File: src/rtl/hp_arb_pkg.sv
// Shared types and constants for the HP-port read arbiter and its owner FIFO.
package hp_arb_pkg;

  localparam int unsigned OUT_DEPTH_DEF = 4;
  localparam int unsigned DATA_W_DEF    = 64;
  localparam int unsigned ADDR_W        = 32;
  localparam int unsigned LEN_W         = 4;

  localparam logic [1:0] AXSIZE_8B    = 2'b11;
  localparam logic [1:0] AXBURST_INCR = 2'b01;

  typedef logic [0:0] owner_t;

  typedef enum logic {
    AR_IDLE,
    AR_ISSUE
  } ar_state_t;

  typedef struct packed {
    logic [ADDR_W-1:0] addr;
    logic [LEN_W-1:0]  len;
  } ar_req_t;

  // Round-robin pick: favoured requester wins a tie, otherwise the sole requester.
  function automatic owner_t rr_pick(input logic [1:0] valid, input owner_t favoured);
    if (valid == 2'b11) return favoured;
    return owner_t'(valid[1]);
  endfunction

endpackage

File: src/rtl/hp_rd_arbiter_if.sv
// Requester-side and HP-port AR/R signals bundled for the arbiter.
interface hp_rd_arbiter_if
  import hp_arb_pkg::*;
#(
  parameter int unsigned DATA_W = DATA_W_DEF
) ();

  logic [1:0][ADDR_W-1:0] rq_araddr;
  logic [1:0][LEN_W-1:0]  rq_arlen;
  logic [1:0]             rq_arvalid;
  logic [1:0]             rq_arready;
  logic [1:0][DATA_W-1:0] rq_rdata;
  logic [1:0][1:0]        rq_rresp;
  logic [1:0]             rq_rlast;
  logic [1:0]             rq_rvalid;
  logic [1:0]             rq_rready;

  logic [ADDR_W-1:0]      M2S_AXI_ARADDR;
  logic [LEN_W-1:0]       M2S_AXI_ARLEN;
  logic [1:0]             M2S_AXI_ARSIZE;
  logic [1:0]             M2S_AXI_ARBURST;
  logic                   M2S_AXI_ARVALID;
  logic                   M2S_AXI_ARREADY;
  logic [DATA_W-1:0]      M2S_AXI_RDATA;
  logic [1:0]             M2S_AXI_RRESP;
  logic                   M2S_AXI_RLAST;
  logic                   M2S_AXI_RVALID;
  logic                   M2S_AXI_RREADY;

  // Arbiter view
  modport slave (
    input  rq_araddr, rq_arlen, rq_arvalid, rq_rready,
    input  M2S_AXI_ARREADY, M2S_AXI_RDATA, M2S_AXI_RRESP, M2S_AXI_RLAST, M2S_AXI_RVALID,
    output rq_arready, rq_rdata, rq_rresp, rq_rlast, rq_rvalid,
    output M2S_AXI_ARADDR, M2S_AXI_ARLEN, M2S_AXI_ARSIZE, M2S_AXI_ARBURST,
    output M2S_AXI_ARVALID, M2S_AXI_RREADY
  );

  // Requesters plus HP port view
  modport master (
    output rq_araddr, rq_arlen, rq_arvalid, rq_rready,
    output M2S_AXI_ARREADY, M2S_AXI_RDATA, M2S_AXI_RRESP, M2S_AXI_RLAST, M2S_AXI_RVALID,
    input  rq_arready, rq_rdata, rq_rresp, rq_rlast, rq_rvalid,
    input  M2S_AXI_ARADDR, M2S_AXI_ARLEN, M2S_AXI_ARSIZE, M2S_AXI_ARBURST,
    input  M2S_AXI_ARVALID, M2S_AXI_RREADY
  );

endinterface

File: src/rtl/hp_owner_fifo.sv
// In-order FIFO of burst owners; head steers R beats back to the requester.
module hp_owner_fifo
  import hp_arb_pkg::*;
#(
  parameter int unsigned DEPTH = OUT_DEPTH_DEF
) (
  input  logic                   i_clk,
  input  logic                   i_rst,
  input  logic                   i_push,
  input  owner_t                 i_push_owner,
  input  logic                   i_pop,
  output owner_t                 o_head,
  output logic [$clog2(DEPTH):0] o_count,
  output logic                   o_empty,
  output logic                   o_full
);

  localparam int unsigned PTR_W = $clog2(DEPTH);
  localparam int unsigned CNT_W = PTR_W + 1;

  owner_t           r_mem [DEPTH];
  logic [PTR_W-1:0] r_wr_ptr;
  logic [PTR_W-1:0] r_rd_ptr;
  logic [CNT_W-1:0] r_count;

  logic w_do_push;
  logic w_do_pop;

  assign o_empty   = (r_count == '0);
  assign o_full    = (r_count == CNT_W'(DEPTH));
  assign o_count   = r_count;
  assign o_head    = r_mem[r_rd_ptr];
  assign w_do_push = i_push & ~o_full;
  assign w_do_pop  = i_pop & ~o_empty;

  // Pointers wrap naturally since DEPTH is a power of two.
  always_ff @(posedge i_clk) begin
    if (i_rst) begin
      r_wr_ptr <= '0;
      r_rd_ptr <= '0;
      r_count  <= '0;
    end else begin
      if (w_do_push) r_wr_ptr <= r_wr_ptr + PTR_W'(1);
      if (w_do_pop)  r_rd_ptr <= r_rd_ptr + PTR_W'(1);
      if (w_do_push && !w_do_pop)      r_count <= r_count + CNT_W'(1);
      else if (w_do_pop && !w_do_push) r_count <= r_count - CNT_W'(1);
    end
  end

  always_ff @(posedge i_clk) begin
    if (w_do_push) r_mem[r_wr_ptr] <= i_push_owner;
  end

endmodule

File: src/rtl/hp_rd_arbiter.sv
// Two-requester round-robin arbiter for one Zynq HP AXI3 read channel.
// Optional per-requester grant counters on debug when HP_ARB_PERF_EN is defined.
module hp_rd_arbiter
  import hp_arb_pkg::*;
#(
  parameter int unsigned OUT_DEPTH = OUT_DEPTH_DEF,
  parameter int unsigned DATA_W    = DATA_W_DEF
) (
  input  logic             fclk,
  input  logic             rst,
  hp_rd_arbiter_if.slave   bus,
  output logic             err_orphan,
  output logic [31:0]      debug
);

  localparam int unsigned CNT_W = $clog2(OUT_DEPTH) + 1;

  ar_state_t  r_state;
  logic [1:0] r_arready;
  logic       r_arvalid;
  ar_req_t    r_ar;
  owner_t     r_rr_fav;
  logic       r_err_orphan;

  owner_t            w_pick;
  owner_t            w_head;
  logic [CNT_W-1:0]  w_count;
  logic              w_empty;
  logic              w_full;
  logic              w_grant;
  logic              w_push;
  logic              w_pop;
  logic              w_rready;
  logic [1:0]        w_rvalid;
  logic [DATA_W-1:0] w_rdata;

  assign w_pick  = rr_pick(bus.rq_arvalid, r_rr_fav);
  assign w_grant = (r_state == AR_IDLE) && (w_count < CNT_W'(OUT_DEPTH)) && (|bus.rq_arvalid);
  assign w_push  = w_grant & ~w_full;

  // Owner is pushed at grant time so FIFO order always equals AR issue order.
  hp_owner_fifo #(
    .DEPTH (OUT_DEPTH)
  ) u_owner_fifo (
    .i_clk        (fclk),
    .i_rst        (rst),
    .i_push       (w_push),
    .i_push_owner (w_pick),
    .i_pop        (w_pop),
    .o_head       (w_head),
    .o_count      (w_count),
    .o_empty      (w_empty),
    .o_full       (w_full)
  );

  // AR path: grant in IDLE, hold the registered request in ISSUE until ARREADY.
  always_ff @(posedge fclk) begin
    if (rst) begin
      r_state      <= AR_IDLE;
      r_arready    <= '0;
      r_arvalid    <= 1'b0;
      r_ar         <= '0;
      r_rr_fav     <= '0;
      r_err_orphan <= 1'b0;
    end else begin
      r_arready <= '0;
      unique case (r_state)
        AR_IDLE: begin
          if (w_grant) begin
            r_arready[w_pick] <= 1'b1;
            r_ar              <= '{addr: bus.rq_araddr[w_pick], len: bus.rq_arlen[w_pick]};
            r_arvalid         <= 1'b1;
            r_rr_fav          <= ~w_pick;
            r_state           <= AR_ISSUE;
          end
        end
        AR_ISSUE: begin
          if (bus.M2S_AXI_ARREADY) begin
            r_arvalid <= 1'b0;
            r_state   <= AR_IDLE;
          end
        end
      endcase
      r_err_orphan <= r_err_orphan | (bus.M2S_AXI_RVALID & w_empty);
    end
  end

  assign bus.rq_arready      = r_arready;
  assign bus.M2S_AXI_ARVALID = r_arvalid;
  assign bus.M2S_AXI_ARADDR  = r_ar.addr;
  assign bus.M2S_AXI_ARLEN   = r_ar.len;
  assign bus.M2S_AXI_ARSIZE  = AXSIZE_8B;
  assign bus.M2S_AXI_ARBURST = AXBURST_INCR;
  assign err_orphan          = r_err_orphan;

  // R path is purely combinational from the FIFO head; no beat is ever accepted without an owner.
  always_comb begin
    w_rvalid         = '0;
    w_rvalid[w_head] = bus.M2S_AXI_RVALID & ~w_empty;
  end

  assign w_rready           = bus.rq_rready[w_head] & ~w_empty;
  assign w_pop              = bus.M2S_AXI_RVALID & w_rready & bus.M2S_AXI_RLAST;
  assign w_rdata            = bus.M2S_AXI_RDATA;
  assign bus.M2S_AXI_RREADY = w_rready;
  assign bus.rq_rvalid      = w_rvalid;
  assign bus.rq_rdata       = {w_rdata, w_rdata};
  assign bus.rq_rresp       = {bus.M2S_AXI_RRESP, bus.M2S_AXI_RRESP};
  assign bus.rq_rlast       = {bus.M2S_AXI_RLAST, bus.M2S_AXI_RLAST};

`ifdef HP_ARB_PERF_EN
  logic [15:0] r_grants0;
  logic [15:0] r_grants1;

  always_ff @(posedge fclk) begin
    if (rst) begin
      r_grants0 <= '0;
      r_grants1 <= '0;
    end else if (w_push) begin
      if (w_pick == owner_t'(1)) r_grants1 <= r_grants1 + 16'(1);
      else                       r_grants0 <= r_grants0 + 16'(1);
    end
  end

  assign debug = {r_grants1, r_grants0};
`else
  assign debug = '0;
`endif

endmodule
File: src/flat_wrapper.sv
// flat-port wrapper written by rule: the top's interface ports become plain ports
module hp_rd_arbiter_flat import hp_arb_pkg::*;
#(
  parameter int unsigned OUT_DEPTH = OUT_DEPTH_DEF,
  parameter int unsigned DATA_W    = DATA_W_DEF
)
  (fclk, rst, err_orphan, debug, bus_rq_araddr, bus_rq_arlen, bus_rq_arvalid, bus_rq_rready, bus_M2S_AXI_ARREADY, bus_M2S_AXI_RDATA, bus_M2S_AXI_RRESP, bus_M2S_AXI_RLAST, bus_M2S_AXI_RVALID, bus_rq_arready, bus_rq_rdata, bus_rq_rresp, bus_rq_rlast, bus_rq_rvalid, bus_M2S_AXI_ARADDR, bus_M2S_AXI_ARLEN, bus_M2S_AXI_ARSIZE, bus_M2S_AXI_ARBURST, bus_M2S_AXI_ARVALID, bus_M2S_AXI_RREADY);
  hp_rd_arbiter_if #(.DATA_W(DATA_W)) bus_i ();
  input  logic fclk;
  input  logic rst;
  output logic err_orphan;
  output logic [31:0] debug;
  input wire logic [$bits(bus_i.rq_araddr)-1:0] bus_rq_araddr;
  input wire logic [$bits(bus_i.rq_arlen)-1:0] bus_rq_arlen;
  input wire logic [$bits(bus_i.rq_arvalid)-1:0] bus_rq_arvalid;
  input wire logic [$bits(bus_i.rq_rready)-1:0] bus_rq_rready;
  input wire logic [$bits(bus_i.M2S_AXI_ARREADY)-1:0] bus_M2S_AXI_ARREADY;
  input wire logic [$bits(bus_i.M2S_AXI_RDATA)-1:0] bus_M2S_AXI_RDATA;
  input wire logic [$bits(bus_i.M2S_AXI_RRESP)-1:0] bus_M2S_AXI_RRESP;
  input wire logic [$bits(bus_i.M2S_AXI_RLAST)-1:0] bus_M2S_AXI_RLAST;
  input wire logic [$bits(bus_i.M2S_AXI_RVALID)-1:0] bus_M2S_AXI_RVALID;
  output wire logic [$bits(bus_i.rq_arready)-1:0] bus_rq_arready;
  output wire logic [$bits(bus_i.rq_rdata)-1:0] bus_rq_rdata;
  output wire logic [$bits(bus_i.rq_rresp)-1:0] bus_rq_rresp;
  output wire logic [$bits(bus_i.rq_rlast)-1:0] bus_rq_rlast;
  output wire logic [$bits(bus_i.rq_rvalid)-1:0] bus_rq_rvalid;
  output wire logic [$bits(bus_i.M2S_AXI_ARADDR)-1:0] bus_M2S_AXI_ARADDR;
  output wire logic [$bits(bus_i.M2S_AXI_ARLEN)-1:0] bus_M2S_AXI_ARLEN;
  output wire logic [$bits(bus_i.M2S_AXI_ARSIZE)-1:0] bus_M2S_AXI_ARSIZE;
  output wire logic [$bits(bus_i.M2S_AXI_ARBURST)-1:0] bus_M2S_AXI_ARBURST;
  output wire logic [$bits(bus_i.M2S_AXI_ARVALID)-1:0] bus_M2S_AXI_ARVALID;
  output wire logic [$bits(bus_i.M2S_AXI_RREADY)-1:0] bus_M2S_AXI_RREADY;
  assign bus_i.rq_araddr = bus_rq_araddr;
  assign bus_i.rq_arlen = bus_rq_arlen;
  assign bus_i.rq_arvalid = bus_rq_arvalid;
  assign bus_i.rq_rready = bus_rq_rready;
  assign bus_i.M2S_AXI_ARREADY = bus_M2S_AXI_ARREADY;
  assign bus_i.M2S_AXI_RDATA = bus_M2S_AXI_RDATA;
  assign bus_i.M2S_AXI_RRESP = bus_M2S_AXI_RRESP;
  assign bus_i.M2S_AXI_RLAST = bus_M2S_AXI_RLAST;
  assign bus_i.M2S_AXI_RVALID = bus_M2S_AXI_RVALID;
  assign bus_rq_arready = bus_i.rq_arready;
  assign bus_rq_rdata = bus_i.rq_rdata;
  assign bus_rq_rresp = bus_i.rq_rresp;
  assign bus_rq_rlast = bus_i.rq_rlast;
  assign bus_rq_rvalid = bus_i.rq_rvalid;
  assign bus_M2S_AXI_ARADDR = bus_i.M2S_AXI_ARADDR;
  assign bus_M2S_AXI_ARLEN = bus_i.M2S_AXI_ARLEN;
  assign bus_M2S_AXI_ARSIZE = bus_i.M2S_AXI_ARSIZE;
  assign bus_M2S_AXI_ARBURST = bus_i.M2S_AXI_ARBURST;
  assign bus_M2S_AXI_ARVALID = bus_i.M2S_AXI_ARVALID;
  assign bus_M2S_AXI_RREADY = bus_i.M2S_AXI_RREADY;
  hp_rd_arbiter #(.OUT_DEPTH(OUT_DEPTH), .DATA_W(DATA_W)) u_core (.fclk(fclk), .rst(rst), .bus(bus_i), .err_orphan(err_orphan), .debug(debug));
endmodule
File: config.mk
export PLATFORM = sky130hd
export DESIGN_NAME = hp_rd_arbiter_flat
export DESIGN_NICKNAME = d
export VERILOG_FILES = /design/src/rtl/hp_arb_pkg.sv /design/src/rtl/hp_rd_arbiter_if.sv /design/src/rtl/hp_owner_fifo.sv /design/src/rtl/hp_rd_arbiter.sv /design/src/flat_wrapper.sv
export SDC_FILE = /design/constraint.sdc
export NUM_CORES = 1
export LEC_CHECK = 0
export CORE_AREA = 2 2 138 140
export DETAILED_ROUTE_END_ITERATION = 8
export DIE_AREA = 0 0 140 142
export PLACE_DENSITY_LB_ADDON = 0.25
export SLEW_MARGIN = 20
export SYNTH_ARGS = -nofsm -noshare
export SYNTH_HDL_FRONTEND = slang
export SYNTH_SLANG_ARGS = --single-unit
File: constraint.sdc
create_clock -name fclk -period 7 [get_ports fclk]
set_clock_uncertainty 0.05 [all_clocks]
set_input_delay 1.75 -clock fclk [delete_from_list [all_inputs] [get_ports fclk]]
set_output_delay 1.75 -clock fclk [all_outputs]
set_load 0.03 [all_outputs]
==> results.json, run 1 <==
{
  "p_leak_nw": 1.59,
  "maxSlewHeadroom": 0.296,
  "grt_pass1_vias": 2503,
  "cts.repair.resized": 0,
  "worstMarginPinSlew_ns": 1.06,
  "period_share": 0.711,
  "start_kind": "input pin",
  "grt_max_degree": 82,
  "dp_cells": 656,
  "postSynthAreaPerCell_um2": 8.04,
  "crit_top_cell": "clkdlybuf4s50_1",
  "power.density_mw_per_mm2": 332,
  "place_congestion": 0.736,
  "cp_data_required_time_ns": 5.20,
  "num-fill-cells": 2042,
  "cts_tree": "built",
  "synth_top_family_by_area": "buffers and inverters",
  "syn_area_mm2": 0.00362,
  "slew_viol_final": 0,
  "run_status": "finished, violations left",
  "multi_input_area_mm2": 0.00124,
  "start_util": 0.196,
  "synthFlopType": "dfxtp_1",
  "max_stage_delay_ns": 0.67,
  "critPathSlowestCell": "clkdlybuf4s50_1",
  "pre_cts_ws_ns": 2.04,
  "htreeDepth": 2,
  "endpoint_kind": "output pin",
  "synth-edff-count": 4,
  "rows": 50,
  "io_buffers": 125,
  "yosys_warnings": 0,
  "critPathMaxFanout": 5,
  "overflow": 0,
  "period_minus_slack_ns": 4.98,
  "fmax_mhz": 201,
  "crit_chain": "clkdlybuf4s50_1 > nand2b_1 > nor2_1 > clkdlybuf4s50_1",
  "synth_seq_cells": 55,
  "dieArea_mm2": 0.0199,
  "insertion_delay_ns": 0.30,
  "vias": 2562,
  "diodes": 0,
  "via_per_inst": 3.86,
  "ys_seq_area_frac": 0.315,
  "layout_commonest_cell": "clkdlybuf4s50_1",
  "cts.sinks": 55,
  "worstHoldPathType": "reg2reg",
  "cp.arrival_ns": 3.18,
  "yosys.area_share.simple": 0.149,
  "synth_mux_area_frac": 0.0179,
  "setup-tns-final_ns": 0,
  "synth-compound-area-share": 0.104,
  "synth.distinct_cells": 30,
  "hold_buffers": 0,
  "synth_cells": 451,
  "cts-root-buf": "clkbuf_16",
  "synth_xor_area_frac": 0.00725,
  "rsz0062_at_grt": "false",
  "violations": "DRC",
  "clk_pin_slew_worst_paths_ns": 0.08,
  "nNetsFinal": 582,
  "grt_pass1_wl_mm": 15.0,
  "setup_viol": 0,
  "drive_gt1_frac": 0.0419,
  "cts_buffers": 5,
  "seq_area_mm2": 0.00114,
  "hold_depth": 1,
  "layout.cells.non_filler": 664,
  "dr.pass1.iters": 9,
  "worstRegToRegCells": 9,
  "hold_violations": 0,
  "grt_usage": 0.0994,
  "drc": 12,
  "path_class": "in2out",
  "fp.dieH_um": 142,
  "area_growth_pct": 13.7,
  "ios": 360,
  "ys_async_sr_fraction": 0,
  "cap_violations": 0,
  "hpwl_mm": 7.63,
  "clockBufferDepth": 2,
  "fin_ws_ns": 2.02,
  "vdd_ir_drop_max_mv": 0.116,
  "routedWlPerCell_um": 15.5,
  "routed_wirelength_mm": 10.3,
  "design.core.area_mm2": 0.0185,
  "postRouteAntennaNets": 0,
  "die_x_um": 140,
  "synth_fa_ha_area_frac": 0.0228,
  "drtIter0Drc": 133,
  "grt_antenna_before_repair": 0,
  "layout_common_cells": "124 x clkdlybuf4s50_1, 75 x nand2_1, 51 x dfxtp_1, 47 x nor2_1",
  "cts_setup_buffers": 0
}
-- per-stage QoR --
step | area, um^2 | total power [W] | util | hold slack, ns
after global placement | 3970 | 0.00111 | 0.215 | 0.403
after CTS | 4120 | 0.00140 | 0.223 | 0.426
final | 4120 | 0.00137 | 0.223 | 0.421
after detailed placement | 3970 | 0.00112 | 0.215 | 0.411
after global routing | 4120 | 0.00148 | 0.223 | 0.451
after floorplan | 3750 | 0.00102 | - | 0.388
-- cell type report --
| type | count | area share |
|---|---|---|
| clock buffers | 5 | 0.0303 |
| clock inverters | 3 | 0.00698 |
| inverters | 7 | 0.00637 |
| multi-input cells | 232 | 0.301 |
| flip-flops and latches | 55 | 0.277 |
| well taps | 234 | 0.0710 |
| repair buffers | 128 | 0.308 |
-- metal layers --
layer	wire length, um	GRT usage	part of all wire	vias up
met4	381	0.0484	0.037	0
met1	3930	0.107	0.38	1151
met5	0	0	0	-
li1	-	-	-	1227
met3	1000	0.0427	0.098	33
met2	4960	0.169	0.48	151
-- cells by family after synthesis --
kind of cell               count (synthesis)
buffers and inverters                    198
and+or+nand+nor                          135
DFF                                       55
AOI/OAI and AO/OA                         47
adders and majority gates                  6
muxes                                      5
xor gates and xnor gates                   3
other                                      2
-- critical path: cells and delay by family --
kind / cells / cell delay, ns
buffers and inverters: 2 / 1.17
and+or+nand+nor: 2 / 0.26
-- state kept, by name (all words and copies together), names as in the netlist, 2 cells and up, named ones only --
signal,flops
u_core.bus.rq_arready,2
u_core.u_owner_fifo.o_count,3
u_core.u_owner_fifo.r_rd_ptr,2
u_core.bus.M2S_AXI_ARLEN,4
u_core.u_owner_fifo.r_mem,4
u_core.u_owner_fifo.r_wr_ptr,2
u_core.bus.M2S_AXI_ARADDR,32
-- power breakdown --
| group | internal, W | switching, W |
|---|---|---|
| registers | 0.000402 | 0.0000480 |
| clock network | 0.000137 | 0.000134 |
| logic | 0.000260 | 0.000390 |
-- final timing paths --
check | slack (ns) | endpoint | start
worst max-delay path | 2.02 | bus_rq_rvalid[0] | bus_M2S_AXI_RVALID
worst min-delay path | 0.42 | u_core.bus.M2S_AXI_ARVALID | u_core.r_state
worst max register to register | 4.16 | u_core.u_owner_fifo.o_count[2] | u_core.u_owner_fifo.r_mem[1]
worst min register to register | 0.42 | u_core.bus.M2S_AXI_ARVALID | u_core.r_state
-- synthesized netlist by cell type (all sizes together), types with 3 or more instances --
cell type	number	area, um^2
a21oi	5	25.0
a311oi	36	315
and2	4	25.0
buf	179	1310
clkbuf	12	45.0
dfxtp	51	1020
edfxtp	4	120
ha	5	62.6
inv	7	26.3
nand2	75	282
nor2	47	176
nor3	3	15.0
o21ai	3	15.0
Power figures use the tool's default switching activity.
==> run 2, diff against run 1 <==
- CORE_AREA: 2 2 138 140 -> 2 2 139 141
- DIE_AREA: 0 0 140 142 -> 0 0 141 143
- clock period: 7 -> 5 ns (I/O delays scaled with it)
==> results.json, run 2 (synthesized netlist as in run 1, its figures left out) <==
{
  "htreeDepth": 2,
  "hpwl_mm": 9.31,
  "dr.pass1.iters": 4,
  "cap_violations": 0,
  "cts.sinks": 55,
  "place_congestion": 0.742,
  "clk_pin_slew_worst_paths_ns": 0.08,
  "post-route-util": 0.222,
  "seqPwrFrac": 0.326,
  "grt_antenna_before_repair": 0,
  "insertion_delay_ns": 0.30,
  "crit_chain": "clkdlybuf4s50_1 > nand2b_1 > nor2_1 > clkdlybuf4s50_1",
  "design.core.area_mm2": 0.0186,
  "cts.repair.resized": 0,
  "cts_tree": "built",
  "grt_pass1_vias": 2583,
  "hold_depth": 1,
  "hold_violations": 0,
  "start_util": 0.195,
  "vias": 2602,
  "period_share": 0.787,
  "cp_num_cells": 4,
  "critPathMaxFanout": 5,
  "ios": 360,
  "nNetsFinal": 582,
  "path_class": "in2out",
  "p_int_w": 0.00112,
  "clockBufferDepth": 2,
  "dieArea_mm2": 0.0202,
  "timing.rr.start": "u_core.u_owner_fifo.r_mem[3]",
  "critPathTopFamily": "buffers and inverters",
  "fmax_mhz": 254,
  "die_x_um": 141,
  "p_leak_nw": 1.58,
  "p_sw_frac": 0.421,
  "slew_viol_final": 0,
  "overflow": 0,
  "cp.arrival_ns": 2.63,
  "endpoint_kind": "output pin",
  "wl_met1_mm": 4.30,
  "drc": 0,
  "min-delay-start": "u_core.r_state",
  "maxSlewHeadroom": 0.444,
  "area_growth_pct": 13.7,
  "num-fill-cells": 2047,
  "rows": 50,
  "io_buffers": 125,
  "vdd_ir_drop_max_mv": 0.210,
  "p_clk_frac": 0.199,
  "cts-root-buf": "clkbuf_16",
  "cts_buffers": 5,
  "r2r-end": "u_core.u_owner_fifo.o_count[2]",
  "crit_top_cell": "clkdlybuf4s50_1",
  "largest_register_ffs": 32,
  "rsz0062_at_grt": "false",
  "cts_setup_buffers": 0,
  "r2r_slack_ns": 2.16,
  "postRouteAntennaNets": 0,
  "setup_viol": 0,
  "wl_met3_mm": 1.84,
  "run_status": "finished clean",
  "max_stage_delay_ns": 0.67,
  "holdPathEnd": "u_core.bus.M2S_AXI_ARVALID",
  "grt_max_degree": 82,
  "critPathSlowestCell": "clkdlybuf4s50_1",
  "setup-tns-final_ns": 0,
  "layout_common_cells": "124 x clkdlybuf4s50_1, 75 x nand2_1, 51 x dfxtp_1, 47 x nor2_1",
  "worstRegToRegCells": 9,
  "cp_num_buf_inv": 2,
  "placed_cell_area_mm2": 0.00397,
  "via_per_inst": 3.92,
  "worstHoldPathType": "reg2reg",
  "cp_data_required_time_ns": 3.70,
  "combPwrFrac": 0.475,
  "routedWlPerCell_um": 18.0,
  "diodes": 0,
  "route.met2.wl_mm": 5.48,
  "layout_commonest_cell": "clkdlybuf4s50_1",
  "grt_pass1_wl_mm": 16.9,
  "netSwitchingPower_w": 0.000813,
  "fp.dieH_um": 143,
  "hold_buffers": 0,
  "top_layer": "met5",
  "start_kind": "input pin",
  "grt_usage": 0.114,
  "worstMarginPinSlew_ns": 0.834,
  "drive_gt1_frac": 0.0419,
  "routed_wirelength_mm": 12.0,
  "power.density_mw_per_mm2": 468,
  "period_minus_slack_ns": 3.93,
  "drtIter0Drc": 57,
  "postLayoutCellArea_mm2": 0.00412
}
[run 2: power by group through the flow]
stage,registers [W],clock network (W),logic (W)
2_1_floorplan,0.000795,0,0.000627
3_3_place_gp,0.000637,0,0.000916
3_5_place_dp,0.000641,0,0.000927
4_1_cts,0.000632,0.000410,0.000929
5_1_grt,0.000647,0.000421,0.00101
6_report,0.000630,0.000384,0.000916
[run 2: worst max-delay path by stage]
stage / from / slack (ns) / end
floorplan: bus_rq_arvalid[1] / 1.78 / u_core.u_owner_fifo.o_count[2]
global placement: bus_M2S_AXI_RVALID / 1.07 / bus_rq_rvalid[1]
CTS: bus_M2S_AXI_RVALID / 1.05 / bus_rq_rvalid[0]
detailed placement: bus_M2S_AXI_RVALID / 1.06 / bus_rq_rvalid[0]
global route: bus_M2S_AXI_RVALID / 0.98 / bus_rq_rvalid[1]
finish: bus_M2S_AXI_RVALID / 1.07 / bus_rq_rvalid[0]
[run 2: worst register-to-register path: stages, from the launching register on]
cell and delay [ns]:
edfxtp_1 0.37, mux4_2 0.53, mux2i_1 0.29, or3b_4 0.22, ha_1 0.19, inv_1 0.08, fa_1 0.44, xor2_1 0.16
or3_1 0.31, a21oi_1 0.14
[run 2: stage by stage]
| stage | hold slack [ns] | total power (W) | setup WS (ns) | cells |
|---|---|---|---|---|
| 6_report | 0.421 | 0.00193 | 1.07 | 664 |
| 5_1_grt | 0.467 | 0.00207 | 0.983 | 664 |
| 4_1_cts | 0.422 | 0.00197 | 1.05 | 664 |
| 3_5_place_dp | 0.407 | 0.00157 | 1.06 | 656 |
| 3_3_place_gp | 0.410 | 0.00155 | 1.07 | 656 |
| 2_1_floorplan | 0.388 | 0.00142 | 1.78 | 485 |
[run 2: area by class of cell]
type                            instances  area [um^2]  area share
Multi-Input combinational cell        232         1240       0.301
Sequential cell                        55         1140       0.277
Tap cell                              234          293      0.0710
Clock inverter                          3         25.0     0.00607
Inverter                                7         26.3     0.00638
Timing Repair Buffer                  128         1270       0.308
Clock buffer                            5          125      0.0304
[run 2: metal layers]
metal	GRT usage	up-vias
met2	0.179	218
met5	0.0251	-
li1	-	1221
met4	0.0379	2
met3	0.0818	20
met1	0.119	1141
==> run 3, diff against run 2 <==
- clock period: 5 -> 3.8 ns (I/O delays scaled with it)
==> results.json, run 3 (synthesized netlist as in run 1, its figures left out) <==
{
  "start_util": 0.195,
  "design.core.area_mm2": 0.0186,
  "critPathSlowestCell": "clkdlybuf4s50_1",
  "grt_usage": 0.115,
  "clk_pin_slew_worst_paths_ns": 0.07,
  "worstMarginPinSlew_ns": 0.819,
  "crit_chain": "clkdlybuf4s50_1 > nand2b_1 > nor2_1 > clkdlybuf4s50_1",
  "whs_ns": 0.415,
  "cts-root-buf": "clkbuf_16",
  "max_stage_delay_ns": 0.67,
  "hold_depth": 1,
  "p_leak_nw": 1.60,
  "via_per_inst": 3.91,
  "grt_antenna_before_repair": 0,
  "multi_input_area_mm2": 0.00124,
  "clockBufferDepth": 2,
  "cp_num_buf_inv": 2,
  "cts.repair.resized": 0,
  "largest_register_ffs": 32,
  "cts_buffers": 5,
  "hold_buffers": 0,
  "hpwl_mm": 9.66,
  "rsz0062_at_grt": "false",
  "dieArea_mm2": 0.0202,
  "cap_violations": 0,
  "setup-tns-final_ns": 0,
  "critPathMaxFanout": 5,
  "layout_common_cells": "124 x clkdlybuf4s50_1, 75 x nand2_1, 51 x dfxtp_1, 47 x nor2_1",
  "place_congestion": 0.735,
  "area_growth_pct": 14.4,
  "ios": 360,
  "die_x_um": 141,
  "setup_viol": 0,
  "vdd_ir_drop_max_mv": 0.234,
  "slew_viol_final": 0,
  "endpoint_kind": "output pin",
  "nNetsFinal": 585,
  "rows": 50,
  "start_kind": "input pin",
  "routed_wirelength_mm": 12.1,
  "cts_tree": "built",
  "cts_setup_buffers": 0,
  "grt_pass1_vias": 2544,
  "cp.arrival_ns": 2.33,
  "vias": 2610,
  "r2r_slack_ns": 0.97,
  "overflow": 0,
  "cp_data_required_time_ns": 2.80,
  "placed_cell_area_mm2": 0.00399,
  "maxSlewHeadroom": 0.454,
  "power.density_mw_per_mm2": 612,
  "fmax_mhz": 300,
  "worstRegToRegCells": 9,
  "io_buffers": 125,
  "grt_max_degree": 82,
  "insertion_delay_ns": 0.30,
  "routedWlPerCell_um": 18.1,
  "drc": 0,
  "drtIter0Drc": 103,
  "num-fill-cells": 2060,
  "htreeDepth": 2,
  "startpoint": "bus_M2S_AXI_RVALID",
  "fp.dieH_um": 143,
  "path_class": "in2out",
  "hold_violations": 0,
  "period_share": 0.878,
  "postRouteAntennaNets": 0,
  "postLayoutCellArea_mm2": 0.00415,
  "min-delay-start": "u_core.r_state",
  "crit_top_cell": "clkdlybuf4s50_1",
  "worstHoldPathType": "reg2reg",
  "critPathTopFamily": "buffers and inverters",
  "drive_gt1_frac": 0.0485,
  "period_minus_slack_ns": 3.33,
  "run_status": "finished clean",
  "diodes": 0,
  "layout_commonest_cell": "clkdlybuf4s50_1",
  "grt_pass1_wl_mm": 16.9,
  "dr.pass1.iters": 4,
  "seq_area_mm2": 0.00114,
  "cts.sinks": 55,
  "post-route-util": 0.223,
  "holdPathEnd": "u_core.bus.M2S_AXI_ARVALID",
  "r2r-end": "u_core.u_owner_fifo.o_count[2]"
}
-- run 3: worst reg2reg max path, cell delays in order (launching register included) --
cell,delay (ns)
dfxtp_1,0.34
mux4_2,0.55
mux2i_1,0.32
or3b_4,0.23
ha_1,0.18
inv_1,0.07
fa_1,0.43
xor2_1,0.15
or3_1,0.30
a21oi_1,0.14
-- run 3: through the flow --
step                cells  total power, W  worst slack (ns)
finish                667         0.00254             0.465
global route          667         0.00273             0.372
CTS                   667         0.00260             0.447
detailed placement    659         0.00207             0.453
global placement      659         0.00205             0.470
floorplan             485         0.00187             0.881
-- run 3: worst max-delay path by stage --
| stage | to | slack [ns] | cells after the start |
|---|---|---|---|
| floorplan | u_core.u_owner_fifo.o_count[2] | 0.88 | 9 |
| global placement | bus_rq_rvalid[0] | 0.47 | 4 |
| detailed placement | bus_rq_rvalid[1] | 0.45 | 4 |
| CTS | bus_rq_rvalid[1] | 0.45 | 4 |
| global route | bus_rq_rvalid[1] | 0.37 | 4 |
| finish | bus_rq_rvalid[1] | 0.47 | 4 |
-- run 3: per-layer routing --
layer  wire (um)  up-vias  track usage
met4         297        2       0.0368
met1        4370     1138        0.122
met5          51        -       0.0251
li1            -     1228            -
met2        5580      221        0.178
met3        1810       21       0.0812
-- run 3: final cells by class --
class / instances / area share
timing repair buffer: 131 / 0.312
multi-input combinational: 232 / 0.299
sequential: 55 / 0.275
tap: 234 / 0.0706
clock buffer: 5 / 0.0302
clock inverter: 3 / 0.00694
inverter: 7 / 0.00634
-- run 3: power by group --
group,switching (W),total (W),internal [W]
clock,0.000245,0.000497,0.000252
combinational,0.000726,0.00121,0.000483
sequential,0.0000901,0.000830,0.000740
